<file path="config.mk">
export PLATFORM = sky130hd
export DESIGN_NAME = eth_chdr_deframer
export DESIGN_NICKNAME = d
export VERILOG_FILES = /design/src/rtl/eth_chdr_deframer.sv
export SDC_FILE = /design/constraint.sdc
export NUM_CORES = 1
export LEC_CHECK = 0
export BUFFER_PORTS_ARGS = -buffer_cell sky130_fd_sc_hd__buf_2
export CORE_MARGIN = 5
export CORE_UTILIZATION = 49
export CTS_CLUSTER_DIAMETER = 120
export DETAILED_ROUTE_END_ITERATION = 8
export GPL_TIMING_DRIVEN = 0
export PLACE_DENSITY_LB_ADDON = 0.2
export SLEW_MARGIN = 40
export SYNTH_ARGS = -nofsm -noshare
export SYNTH_HDL_FRONTEND = slang
export SYNTH_SLANG_ARGS = --single-unit
</file>
<file path="constraint.sdc">
create_clock -name clk -period 12.5 [get_ports clk]
set_input_delay 2.5 -clock clk [delete_from_list [all_inputs] [get_ports clk]]
set_output_delay 2.5 -clock clk [all_outputs]
set_load 0.03 [all_outputs]
</file>
<file path="src/rtl/eth_chdr_deframer.sv">
// Strips the pad/Ethernet/IPv4/UDP header from CHDR-over-UDP frames.
// Frames addressed to this node pass through with zero latency and carry a
// route tag on e2x_tuser; all other frames are consumed and counted.
module eth_chdr_deframer #(
  parameter int CHDR_W = 64,
  parameter int VAL_W  = 112
) (
  input  logic              clk,
  input  logic              rst,
  input  logic [47:0]       my_mac,
  input  logic [31:0]       my_ip,
  input  logic [15:0]       my_port,
  input  logic [CHDR_W-1:0] eth_tdata,
  input  logic              eth_tvalid,
  input  logic              eth_tlast,
  output logic              eth_tready,
  output logic [CHDR_W-1:0] e2x_tdata,
  output logic [VAL_W-1:0]  e2x_tuser,
  output logic              e2x_tvalid,
  output logic              e2x_tlast,
  input  logic              e2x_tready,
  output logic [31:0]       good_cnt,
  output logic [31:0]       drop_cnt
);

  localparam int unsigned CNT_W   = 3;
  localparam logic [CNT_W-1:0] LAST_HDR = 3'd5;

  localparam logic [1:0] ST_HDR  = 2'd0;
  localparam logic [1:0] ST_PASS = 2'd1;
  localparam logic [1:0] ST_DROP = 2'd2;

  logic [1:0]       state, state_nx;
  logic [CNT_W-1:0] cnt, cnt_nx;
  logic             load_user, inc_good, inc_drop;

  logic [47:0] dst_mac, src_mac;
  logic [15:0] ethertype;
  logic [7:0]  ver_ihl, protocol;
  logic [13:0] frag;
  logic [31:0] src_ip, dst_ip;
  logic        hdr_ok;

  // Address/protocol filter evaluated against word 5 plus captured fields
  assign hdr_ok = ((dst_mac == my_mac) || (dst_mac == {48{1'b1}})) &&
                  (ethertype == 16'h0800) && (ver_ihl == 8'h45) &&
                  (frag == 14'd0) && (protocol == 8'd17) &&
                  (dst_ip == my_ip) && (eth_tdata[47:32] == my_port);

  // Payload path is a straight wire; qualified by e2x_tvalid
  assign e2x_tdata = eth_tdata;

  // State and header word counter
  always_ff @(posedge clk or posedge rst) begin
    if (rst) begin
      state <= ST_HDR;
      cnt   <= '0;
    end else begin
      state <= state_nx;
      cnt   <= cnt_nx;
    end
  end

  // Next state, handshake outputs and bookkeeping strobes
  always_comb begin
    state_nx   = state;
    cnt_nx     = cnt;
    eth_tready = 1'b1;
    e2x_tvalid = 1'b0;
    e2x_tlast  = 1'b0;
    load_user  = 1'b0;
    inc_good   = 1'b0;
    inc_drop   = 1'b0;
    case (state)
      ST_HDR: begin
        if (eth_tvalid) begin
          if (eth_tlast) begin
            cnt_nx   = '0;
            inc_drop = 1'b1;
          end else if (cnt == LAST_HDR) begin
            cnt_nx = '0;
            if (hdr_ok) begin
              state_nx  = ST_PASS;
              load_user = 1'b1;
            end else begin
              state_nx = ST_DROP;
              inc_drop = 1'b1;
            end
          end else begin
            cnt_nx = cnt + CNT_W'(1);
          end
        end
      end
      ST_PASS: begin
        eth_tready = e2x_tready;
        e2x_tvalid = eth_tvalid;
        e2x_tlast  = eth_tlast;
        if (eth_tvalid && e2x_tready && eth_tlast) begin
          state_nx = ST_HDR;
          inc_good = 1'b1;
        end
      end
      ST_DROP: begin
        if (eth_tvalid && eth_tlast) begin
          state_nx = ST_HDR;
        end
      end
      default: begin
        state_nx = ST_HDR;
        cnt_nx   = '0;
      end
    endcase
  end

  // Header field capture, one slice per header word
  always_ff @(posedge clk or posedge rst) begin
    if (rst) begin
      dst_mac   <= '0;
      src_mac   <= '0;
      ethertype <= '0;
      ver_ihl   <= '0;
      frag      <= '0;
      protocol  <= '0;
      src_ip    <= '0;
      dst_ip    <= '0;
    end else if (state == ST_HDR && eth_tvalid) begin
      case (cnt)
        3'd0: dst_mac[47:32] <= eth_tdata[15:0];
        3'd1: begin
          dst_mac[31:0]  <= eth_tdata[63:32];
          src_mac[47:16] <= eth_tdata[31:0];
        end
        3'd2: begin
          src_mac[15:0] <= eth_tdata[63:48];
          ethertype     <= eth_tdata[47:32];
          ver_ihl       <= eth_tdata[31:24];
        end
        3'd3: begin
          frag     <= eth_tdata[45:32];
          protocol <= eth_tdata[23:16];
        end
        3'd4: begin
          src_ip <= eth_tdata[63:32];
          dst_ip <= eth_tdata[31:0];
        end
        default: ;
      endcase
    end
  end

  // Route tag and frame counters
  always_ff @(posedge clk or posedge rst) begin
    if (rst) begin
      e2x_tuser <= '0;
      good_cnt  <= '0;
      drop_cnt  <= '0;
    end else begin
      if (load_user) begin
        e2x_tuser <= VAL_W'({src_mac, src_ip, eth_tdata[63:48], eth_tdata[47:32]});
      end
      if (inc_good) good_cnt <= good_cnt + 32'd1;
      if (inc_drop) drop_cnt <= drop_cnt + 32'd1;
    end
  end

endmodule

</file>
; ---- Word level (Yosys, flattened, before mapping)
; Index checks and enable logic that the tools add are counted.
[word_totals]
reg_bits = 387
out_inout_bits = 243
word_cells = 86
[op_classes]
addsub = 3
n_eq_ne = 19
muxes = 26
n_bitwise = 1
n_reduce_logical = 22
[ops]
columns = operator, n
row1 = 32-bit by 1-bit adder with 32-bit output (second input constant), 2
row2 = 48-bit equality test, 1
row3 = 48-bit equality test (second input constant), 1
row4 = 32-bit equality test, 1
row5 = 16-bit by 12-bit equality test with 1-bit output (second input constant), 1
row6 = 16-bit equality test, 1
row7 = 1-bit two-way mux, 15
row8 = 14-bit zero test, 1
row9 = 2-bit two-way mux, 6
row10 = 2-bit AND reduction, 6
row11 = 1-bit logical AND, 10
row12 = 2-bit != test (second input constant), 5
row13 = 3-bit two-way mux, 3
row14 = 8-bit by 5-bit equality test with 1-bit output (second input constant), 1
row15 = 8-bit by 7-bit equality test with 1-bit output (second input constant), 1
row16 = 3-bit by 2-bit equality test with 1-bit output (second input constant), 2
row17 = 3-bit equality test (second input constant), 2
row18 = 2-bit one-hot mux with 3 select lines, 1
row19 = 3-bit one-hot mux with 2 select lines, 1
row20 = 5-bit AND reduction, 1
row21 = 3-bit by 1-bit adder with 3-bit output (second input constant), 1
row22 = 3-bit by 1-bit equality test with 1-bit output (second input constant), 1
row23 = 3-bit zero test, 1
row24 = 2-bit by 1-bit equality test with 1-bit output (second input constant), 1
row25 = other kinds (5), 5

; ---- Depth between registers and ports, before layout
; Gate-level depths: netlist of run 1.
[depth]
word_depth = 13
mapped_depth = 10
ltp_nobuf = 9

; ---- Worst setup path before layout of run 1
; Ideal clock, no wire load.
[synth_timing]
kind = input port to output port
start = input port eth_tvalid
end = output port e2x_tvalid
t_arrival_ns = 2.938
setup_slack_ns = 7.062
cell_stages = 2
cell_sequence = buf_2 -> and2_1
[synth_via]
elab_chain_len = 1
[synth_lines]
columns = element, line
row1 = start: declaration, 14  ; input logic eth_tvalid,
row2 = 1-bit two-way mux, 74  ; case (state)
row3 = end: declaration, 19  ; output logic e2x_tvalid,
; Every way passes these cells.

; ---- Final worst setup path of run 1
[layout_timing]
start = input port eth_tdata[44]
end = output port e2x_tdata[44]
[layout_lines]
columns = element, line
row1 = start: declaration, 13  ; input logic [CHDR_W-1:0] eth_tdata,
row2 = end: declaration, 17  ; output logic [CHDR_W-1:0] e2x_tdata,
; No word-level cell between the ends.

==> flow_summary.json, run 1 <==
{
  "grt.total_usage_pct": 24.6,
  "core.rowCount": 68,
  "power_density_mw_per_mm2": 180,
  "drive_gt1_share_pct": 47.0,
  "synth.area.top_cells": "dfrtp_1 (57%), mux2_2 (15%), mux2_1 (5.3%), xor2_1 (4.7%), buf_4 (2.9%)",
  "r2r_start": "dst_mac[5]",
  "ys_async_sr_fraction_pct": 100,
  "arrival_ns": 3.16,
  "tns_ns": 0,
  "hold_viol": 0,
  "hp-start": "good_cnt[31]",
  "wl_mm": 47.2,
  "cp-end-kind": "output pin",
  "initial_core_util_pct": 49.2,
  "critPathLaunchType": "primary input",
  "cap_viol_max_count": 0,
  "status": "finished clean",
  "sequentialPowerShare_pct": 46.3,
  "rsz0062_at_grt": "false",
  "gp_congestion": 0.849,
  "grt_pass1_wl_mm": 73.3,
  "core_area_mm2": 0.0343,
  "place_inst": 2122,
  "place.port_buffers": 406,
  "power.static_leakage_nw": 11.1,
  "r2r_cells": 8,
  "nNetsFinal": 1882,
  "cts_hold_buf": 0,
  "hp-class": "flip-flop to flip-flop",
  "ios": 408,
  "yosys.cell_types.count": 46,
  "ir_worst_vdd_mv": 0.123,
  "r2r_end": "e2x_tuser[22]",
  "overflow": 0,
  "dieArea_mm2": 0.0382,
  "grt_pass1_vias": 12300,
  "power_frac_comb_pct": 20.1,
  "reg2reg_setup_slack_ns": 9.35,
  "critPathKind": "primary input to output pin",
  "hold-path-endpoint": "good_cnt[31]",
  "syn_to_final_growth_pct": 27.0,
  "p_sw_mw": 1.07,
  "ys_ff_latch": 387,
  "htreeDepth": 2,
  "setup_violations": 0,
  "vias": 11500,
  "cts_buffers": 42,
  "drtAntennaViolNets": 0,
  "syn_avg_cell_area_um2": 13.6,
  "drc_errors": 0,
  "yosysSeqAreaShare_pct": 57.4,
  "clock_latency_ns": 0.53,
  "dp_hpwl_mm": 36.4,
  "worst_slew_pin_slew_ns": 0.791,
  "netSwitchingFraction_pct": 27.7,
  "drt_pass1_iterations": 4,
  "synth_top_cell_by_area": "dfrtp_1",
  "clockRootBuffer": "clkbuf_16",
  "cts_sinks": 387,
  "die_h_um": 195,
  "clockBufferDepth": 3,
  "slew_violations": 0,
  "grt_max_degree": 27,
  "fmax_mhz": 177,
  "antenna_found_initial": 19,
  "yosys_warnings": 0,
  "path_clk_slew_ns": 0.06,
  "drtIter0Drc": 426,
  "ys.flop_type": "dfrtp_1",
  "synth_cells": 1241,
  "slew_headroom_pct": 46.5,
  "fin_cells": 2209,
  "synth_nets": 1412,
  "cts_tree": "yes",
  "cts_setup_buffers": 0,
  "fillers": 2747,
  "clkPwrFrac_pct": 33.6,
  "synth_top_area_share_pct": 57.4,
  "cp_max_fo": 7,
  "syn_area_mm2": 0.0169,
  "synth_edf_count": 0,
  "critPathRequiredTime_ns": 10.00,
  "period_needed_ns": 5.66,
  "die_w_um": 195,
  "internal_power_mw": 2.78,
  "final.period_utilization_pct": 45.3,
  "ctsResizeCount": 0,
  "via_per_inst": 5.20,
  "wl_per_cell_um": 21.4,
  "whs_path_depth": 1,
  "fin_skew_ns": 0.0164
}
==> per-stage QoR <==
| step | worst slack, ns | hold WS [ns] | cell area, µm² | utilization (%) | power (mW) |
|---|---|---|---|---|---|
| after global routing | 6.82 | 0.490 | 21400 | 62.4 | 4.04 |
| after CTS | 6.81 | 0.464 | 21400 | 62.3 | 3.88 |
| after detailed placement | 6.81 | 0.457 | 19900 | 58.1 | 2.58 |
| after floorplan | 4.80 | 0.443 | 16900 | - | 2.30 |
| final | 6.84 | 0.463 | 21400 | 62.4 | 3.84 |
| after global placement | 2.59 | 0.452 | 19500 | 56.8 | 2.52 |
==> cell type report <==
| type | count | area [µm²] | area share [%] |
|---|---|---|---|
| Sequential cell | 387 | 9680 | 45.2 |
| Antenna cell | 13 | 32.5 | 0.152 |
| Tap cell | 455 | 569 | 2.66 |
| Buffer | 108 | 722 | 3.37 |
| Inverter | 21 | 82.6 | 0.386 |
| Clock inverter | 17 | 223 | 1.04 |
| Clock buffer | 57 | 1230 | 5.74 |
| Timing Repair Buffer | 426 | 2490 | 11.6 |
| Multi-Input combinational cell | 725 | 6380 | 29.8 |
==> cell usage after synthesis (4+ instances only) <==
cell type and count:
xor2_1 90, and3_1 8, nand4_1 41, inv_1 20, nor3_1 12, buf_2 5, nor3b_1 7, buf_6 9
o22ai_1 4, and2_1 5, nand2_1 31, dfrtp_1 387, ha_1 6, o21ai_0 10, nor4b_1 8, nor2_1 31
mux2_2 232, nor4_1 28, buf_4 64, mux2_1 80, nor2b_1 4, xnor2_1 52, nand2b_1 11, nand3_1 27
clkbuf_1 26, a22o_1 4, and4_1 7
==> worst max-delay path by stage <==
| stage | from | end | slack, ns |
|---|---|---|---|
| 2_1_floorplan | rst | cnt[0] | 4.80 |
| 3_3_place_gp | rst | e2x_tuser[101] | 2.59 |
| 3_5_place_dp | eth_tdata[44] | e2x_tdata[44] | 6.81 |
| 4_1_cts | eth_tdata[44] | e2x_tdata[44] | 6.81 |
| 5_1_grt | eth_tdata[44] | e2x_tdata[44] | 6.82 |
| 6_report | eth_tdata[44] | e2x_tdata[44] | 6.84 |
==> critical path, cell delays in order <==
cell and delay (ns):
buf_2 0.30, buf_4 0.17, buf_2 0.18
==> metal layers <==
metal  wire (µm)  global-route usage [%]  part of all wire (%)
met3        2910                    5.38                   6.2
met5          63                       0                  0.13
met2       23000                    40.5                    49
met1       20300                    33.4                    43
met4         982                    6.21                   2.1
==> logic make-up after synthesis <==
kind of cell    synth area share (%)
fa+ha+maj                      0.445
compound gates                  1.30
simple gates                    7.85
mux                             20.8
flops                           57.4
buf+inv                         4.74
xor+xnor                        7.38
==> power groups by stage <==
stage / registers, mW / logic, mW / clock network, mW
4_1_cts: 1.78 / 0.787 / 1.31
6_report: 1.78 / 0.774 / 1.29
3_3_place_gp: 1.78 / 0.736 / 0
5_1_grt: 1.82 / 0.852 / 1.37
3_5_place_dp: 1.80 / 0.782 / 0
2_1_floorplan: 1.73 / 0.569 / 0
==> cells in the final DEF, fill, tap and decap left out, types with 13 or more instances in the layout <==
master / count
clkbuf_16: 43
xnor2_1: 52
nor4_1: 28
clkbuf_1: 29
mux2_2: 232
nand4_1: 41
nor2_1: 31
mux2_1: 80
buf_4: 65
dfrtp_1: 387
diode_2: 13
nand2_1: 31
inv_1: 19
nand3_1: 27
xor2_1: 90
buf_2: 412
==> state kept, by name, summed over array words and instances (netlist names) <==
register,flops
good_cnt,32
frag,14
dst_ip,32
ethertype,16
src_ip,32
state,2
protocol,8
e2x_tuser,112
cnt,3
drop_cnt,32
ver_ihl,8
src_mac,48
dst_mac,48
(Power assumes the default switching activity.)
==> run 2, diff against run 1 <==
--- a/config.mk
+++ b/config.mk
@@ -7,7 +7,7 @@
 export LEC_CHECK = 0
 export BUFFER_PORTS_ARGS = -buffer_cell sky130_fd_sc_hd__buf_2
 export CORE_MARGIN = 5
-export CORE_UTILIZATION = 49
+export CORE_UTILIZATION = 54
 export CTS_CLUSTER_DIAMETER = 120
 export DETAILED_ROUTE_END_ITERATION = 8
 export GPL_TIMING_DRIVEN = 0
==> constraint.sdc (replaced) <==
create_clock -name clk -period 5.83 [get_ports clk]
set_input_delay 1.166 -clock clk [delete_from_list [all_inputs] [get_ports clk]]
set_output_delay 1.166 -clock clk [all_outputs]
set_load 0.03 [all_outputs]
==> flow_summary.json, run 2 (synthesis gave the netlist of run 1 again) <==
{
  "arrival_ns": 3.94,
  "wl_mm": 46.0,
  "whs_path_depth": 1,
  "r2r_end": "e2x_tuser[13]",
  "core_area_mm2": 0.0307,
  "grt.total_usage_pct": 25.8,
  "slew_violations": 0,
  "cts_hold_buf": 0,
  "drc_errors": 0,
  "clock_latency_ns": 0.53,
  "fin_skew_ns": 0.0247,
  "fin_cells": 2149,
  "cts_buffers": 41,
  "ios": 408,
  "nNetsFinal": 1880,
  "gp_congestion": 0.888,
  "crit_buf_inv": 2,
  "p_total_mw": 8.07,
  "grt_pass1_wl_mm": 71.7,
  "ir_worst_vdd_mv": 0.228,
  "power_density_mw_per_mm2": 381,
  "power.static_leakage_nw": 11.0,
  "clockRootBuffer": "clkbuf_16",
  "drt_pass1_iterations": 4,
  "cpMaxStageDelayCell": "a2111oi_0",
  "place_inst": 2062,
  "r2r_cells": 8,
  "critPathLaunchType": "primary input",
  "die_w_um": 187,
  "critPathKind": "primary input to flip-flop",
  "regMostFlops": "e2x_tuser",
  "cts_sinks": 387,
  "drtAntennaViolNets": 0,
  "ctsResizeCount": 0,
  "worst_slew_pin_slew_ns": 0.716,
  "reg2reg_setup_slack_ns": 2.63,
  "r2r_start": "dst_mac[5]",
  "via_per_inst": 5.40,
  "drtIter0Drc": 444,
  "die_h_um": 187,
  "status": "finished clean",
  "initial_core_util_pct": 55.0,
  "slew_headroom_pct": 51.6,
  "cts_tree": "yes",
  "path_clk_slew_ns": 0.06,
  "largest_reg_flops": 112,
  "overflow": 0,
  "grt_max_degree": 28,
  "drive_gt1_share_pct": 46.5,
  "antenna_found_initial": 19,
  "grt_pass1_vias": 12300,
  "crit_family": "simple AND/OR/NAND/NOR gates",
  "dp_hpwl_mm": 35.4,
  "final_common_cell": "buf_2",
  "wl_per_cell_um": 21.4,
  "reg_top3": "e2x_tuser (112), dst_mac (48), src_mac (48)",
  "syn_to_final_growth_pct": 25.6,
  "rsz0062_at_grt": "false",
  "final_cell_mix": "buf_2 (413), dfrtp_1 (387), mux2_2 (232)",
  "final.period_utilization_pct": 60.9,
  "cp-end-kind": "flip-flop",
  "cpMostUsedCell": "nand4_1",
  "vias": 11600,
  "place.port_buffers": 406,
  "core.rowCount": 64,
  "cap_viol_max_count": 0,
  "period_needed_ns": 3.55,
  "cp_max_fo": 10,
  "htreeDepth": 2,
  "hp-start": "good_cnt[31]",
  "crit_path_cell_trace": "buf_2 > o2111ai_1 > a2111oi_0 > nand4_1 > nor3b_2 > nand4_1 > buf_1 > mux2_2",
  "dieArea_mm2": 0.0349,
  "hold-path-endpoint": "good_cnt[31]",
  "fmax_mhz": 282,
  "cpPeakStageDelay_ns": 0.52,
  "cts_setup_buffers": 0,
  "setup_violations": 0,
  "hp-class": "flip-flop to flip-flop",
  "clockBufferDepth": 3,
  "critPathRequiredTime_ns": 6.22,
  "hold_viol": 0
}
[run 2: changes by cell type in the layout (fill, tap and decap cells not counted), moves of 2 or more]
cell,change
buf_12,+4
buf_16,-5
bufinv_16,-2
clkbuf_1,+8
clkbuf_8,-5
[run 2: worst register-to-register path: stages (launching register included)]
cell and delay (ns):
dfrtp_1 0.45, xor2_1 0.17, nor4_1 0.31, nand4_1 0.15, o31ai_1 0.53, nor3b_2 0.38, nand4_1 0.27, buf_1 0.41
mux2_2 0.39
[run 2: how the worst max path moves through the flow]
stage,cells after the start,startpoint,to
after CTS,9,my_mac[44],e2x_tuser[25]
after global placement,2,rst,e2x_tuser[102]
after global routing,9,my_mac[39],e2x_tuser[13]
after floorplan,1,rst,cnt[0]
final,8,eth_tdata[33],e2x_tuser[13]
after detailed placement,9,my_mac[39],e2x_tuser[25]
[run 2: area by class of cell]
cell class | instances | area (µm²)
inverter | 21 | 82.6
clock inverter | 15 | 161
antenna | 12 | 30.0
multi-input combinational | 725 | 6380
tap | 396 | 495
clock buffer | 60 | 1190
fill | 2310 | 9500
timing repair buffer | 425 | 2430
buffer | 108 | 722
sequential | 387 | 9680
[run 2: per-stage QoR]
| step | setup TNS, ns | hold slack [ns] | setup WS [ns] | instance area (µm²) | util, % |
|---|---|---|---|---|---|
| after detailed placement | 0 | 0.465 | 1.62 | 19800 | 64.5 |
| after global placement | -1012.29 | 0.453 | -2.65 | 19400 | 63.2 |
| after global routing | 0 | 0.495 | 2.06 | 21200 | 69.0 |
| after floorplan | -208.95 | 0.443 | -0.540 | 16900 | - |
| final | 0 | 0.476 | 2.28 | 21200 | 69.0 |
| after CTS | 0 | 0.480 | 2.16 | 21100 | 68.9 |
[run 2: report_power, final]
| part | total (mW) | internal, mW | switching (mW) |
|---|---|---|---|
| logic | 1.67 | 0.917 | 0.748 |
| clock network | 2.60 | 1.55 | 1.04 |
| registers | 3.81 | 3.34 | 0.469 |
| total | 8.07 | 5.81 | 2.26 |
[run 2: routing by layer]
metal  vias up  wire [µm]  global-route usage (%)
met5         -        102                       0
met1      5852      19000                    33.8
li1       5264          -                       -
met2       378      22400                    42.9
met3        97       3200                    6.71
met4        16       1320                    7.15
==> run 3, diff against run 2 <==
--- a/config.mk
+++ b/config.mk
@@ -5,9 +5,10 @@
 export SDC_FILE = /design/constraint.sdc
 export NUM_CORES = 1
 export LEC_CHECK = 0
+export ABC_AREA = 1
 export BUFFER_PORTS_ARGS = -buffer_cell sky130_fd_sc_hd__buf_2
 export CORE_MARGIN = 5
-export CORE_UTILIZATION = 54
+export CORE_UTILIZATION = 55
 export CTS_CLUSTER_DIAMETER = 120
 export DETAILED_ROUTE_END_ITERATION = 8
 export GPL_TIMING_DRIVEN = 0
==> constraint.sdc (replaced) <==
create_clock -name clk -period 3.5 [get_ports clk]
set_input_delay 0.7 -clock clk [delete_from_list [all_inputs] [get_ports clk]]
set_output_delay 0.7 -clock clk [all_outputs]
set_load 0.03 [all_outputs]
==> flow_summary.json, run 3 <==
{
  "slew_violations": 0,
  "dp_hpwl_mm": 42.6,
  "path_clk_slew_ns": 0.06,
  "cp-end-kind": "flip-flop",
  "cap_viol_max_count": 0,
  "arrival_ns": 3.18,
  "drt_pass1_iterations": 5,
  "status": "finished clean",
  "reg_top3": "e2x_tuser (112), dst_mac (48), src_mac (48)",
  "clockRootBuffer": "clkbuf_16",
  "fin_skew_ns": 0.0165,
  "gp_congestion": 0.917,
  "ys.flop_type": "dfrtp_1",
  "clockBufferDepth": 3,
  "die_w_um": 191,
  "hold_viol": 0,
  "syn_avg_cell_area_um2": 8.41,
  "cp_max_fo": 10,
  "final_common_cell": "nand2_1",
  "ios": 408,
  "synth_cells": 2133,
  "wl_per_cell_um": 17.9,
  "critPathKind": "flip-flop to flip-flop",
  "hp-class": "primary input to async pin",
  "grt.total_usage_pct": 29.9,
  "rsz0062_at_grt": "false",
  "wl_met3_mm": 4.05,
  "whs_ns": 0.181,
  "top_layer": "met5",
  "nNetsFinal": 2774,
  "largest_reg_flops": 112,
  "synth_most_common_cell": "nand2_1",
  "synth_nets": 2304,
  "grt_pass1_wl_mm": 85.9,
  "worst_slew_pin_slew_ns": 0.756,
  "cts_setup_buffers": 0,
  "critPathRequiredTime_ns": 3.90,
  "drtIter0Drc": 1056,
  "final_cell_mix": "nand2_1 (635), buf_2 (425), dfrtp_1 (387)",
  "seq_area_mm2": 0.00968,
  "critPathLaunchType": "flip-flop",
  "cts_tree": "yes",
  "vias": 16000,
  "syn_to_final_growth_pct": 25.3,
  "multi_input_area_mm2": 0.00639,
  "slew_headroom_pct": 49.6,
  "yosys_warnings": 0,
  "post_dp_cell_area_mm2": 0.0210,
  "final_design_area_no_fill_mm2": 0.0225,
  "regMostFlops": "e2x_tuser",
  "yosysSeqAreaShare_pct": 54.0,
  "synth_top_cell_by_area": "dfrtp_1",
  "cts_buffers": 43,
  "grt_pass1_vias": 16000,
  "htreeDepth": 2,
  "clock_latency_ns": 0.54,
  "core_area_mm2": 0.0324,
  "cts_sinks": 387,
  "ys_async_sr_fraction_pct": 100,
  "dieArea_mm2": 0.0363,
  "antenna_found_initial": 9,
  "yosys.cell_types.count": 38,
  "dr_wl_met2_mm": 27.6,
  "synth_edf_count": 0,
  "die_h_um": 191,
  "setup_violations": 0,
  "power.static_leakage_nw": 11.9,
  "via_per_inst": 5.20,
  "synth_top_area_share_pct": 54.0,
  "cts_hold_buf": 0,
  "grt_max_degree": 27,
  "initial_core_util_pct": 55.4,
  "ctsResizeCount": 0,
  "drt-met1-wl_mm": 21.6,
  "fmax_mhz": 359,
  "core.rowCount": 66,
  "overflow": 0,
  "final.period_utilization_pct": 79.7,
  "drtAntennaViolNets": 0,
  "synth.area.top_cells": "dfrtp_1 (54%), nand2_1 (13%), o21ai_0 (5.9%), inv_1 (5.5%), xnor2_1 (3.4%)",
  "power_density_mw_per_mm2": 627,
  "drc_errors": 0,
  "wl_mm": 55.1,
  "ys_ff_latch": 387,
  "fillers": 2692,
  "period_needed_ns": 2.79,
  "syn_area_mm2": 0.0179,
  "drive_gt1_share_pct": 23.5,
  "synthTopCellsByCount": "nand2_1 (635), dfrtp_1 (387), inv_1 (264)",
  "ir_worst_vdd_mv": 0.422,
  "place.port_buffers": 407
}
run 3: cell count changes after synthesis, sizes merged, moves of 53 or more:
cell | previous run | this run
inv | 21 | 275
o21ai | 10 | 324
xor2 | 90 | 37
nand2 | 31 | 642
nor2 | 31 | 110
mux2 | 312 | 0
run 3: layout make-up:
cell class,instances,share of cell area (%)
sequential,387,43.1
timing repair buffer,425,11.0
tap,442,2.46
buffer,140,3.56
clock inverter,16,0.891
clock buffer,61,5.68
multi-input combinational,1329,28.5
inverter,277,4.71
antenna,7,0.0780
run 3: power breakdown:
part           internal, mW  switching [mW]  total, mW
combinational          1.20            1.80       2.99
clock                  2.84            1.84       4.68
sequential             5.59           0.833       6.42
run 3: final timing paths:
path	startpoint	to	slack, ns	cells past startpoint
worst max-delay path	dst_mac[12]	e2x_tuser[13]	0.71	11
worst min-delay path	rst	drop_cnt[16]	0.18	2
worst max register to register	dst_mac[12]	e2x_tuser[13]	0.71	11
worst min register to register	good_cnt[31]	good_cnt[31]	0.47	1
max in group asynchronous	rst	e2x_tuser[101]	1.73	9
min in group clk	good_cnt[31]	good_cnt[31]	0.47	1
run 3: cells by family after synthesis:
kind of cell             synth area share [%]
XOR/XNOR                                 5.32
adder cells (fa/ha/maj)                 0.419
buffers and inverters                    10.3
AO/OA/AOI/OAI                            9.20
AND/OR/NAND/NOR                          20.7
flip-flops                               54.0
run 3: metal layers:
| metal | vias to the layer above | GRT usage [%] |
|---|---|---|
| met3 | 116 | 5.14 |
| li1 | 7556 | - |
| met5 | - | 0 |
| met4 | 6 | 10.1 |
| met2 | 648 | 51.9 |
| met1 | 7721 | 38.1 |
run 3: worst max-delay path, cell delays in order, from the launching register on:
cell and delay, ns:
dfrtp_1 0.40, nand2_1 0.06, nor2_1 0.19, nand3_1 0.11, nor3b_1 0.51, nand4_1 0.14
nand2_1 0.17, nand3_2 0.29, buf_2 0.37, buf_2 0.25, nand2_1 0.09, o21ai_1 0.07
run 3: metrics by stage:
stage	utilization (%)	cells	setup TNS [ns]	total power [mW]	setup slack, ns
6_report	69.4	3084	0	14.1	0.712
5_1_grt	69.4	3083	0	14.9	0.603
4_1_cts	69.3	3077	0	14.1	0.688
3_5_place_dp	64.8	3000	0	9.42	0.355
3_3_place_gp	63.4	2982	-1744.02	9.18	-4.56
2_1_floorplan	-	2133	-930.32	8.39	-2.40
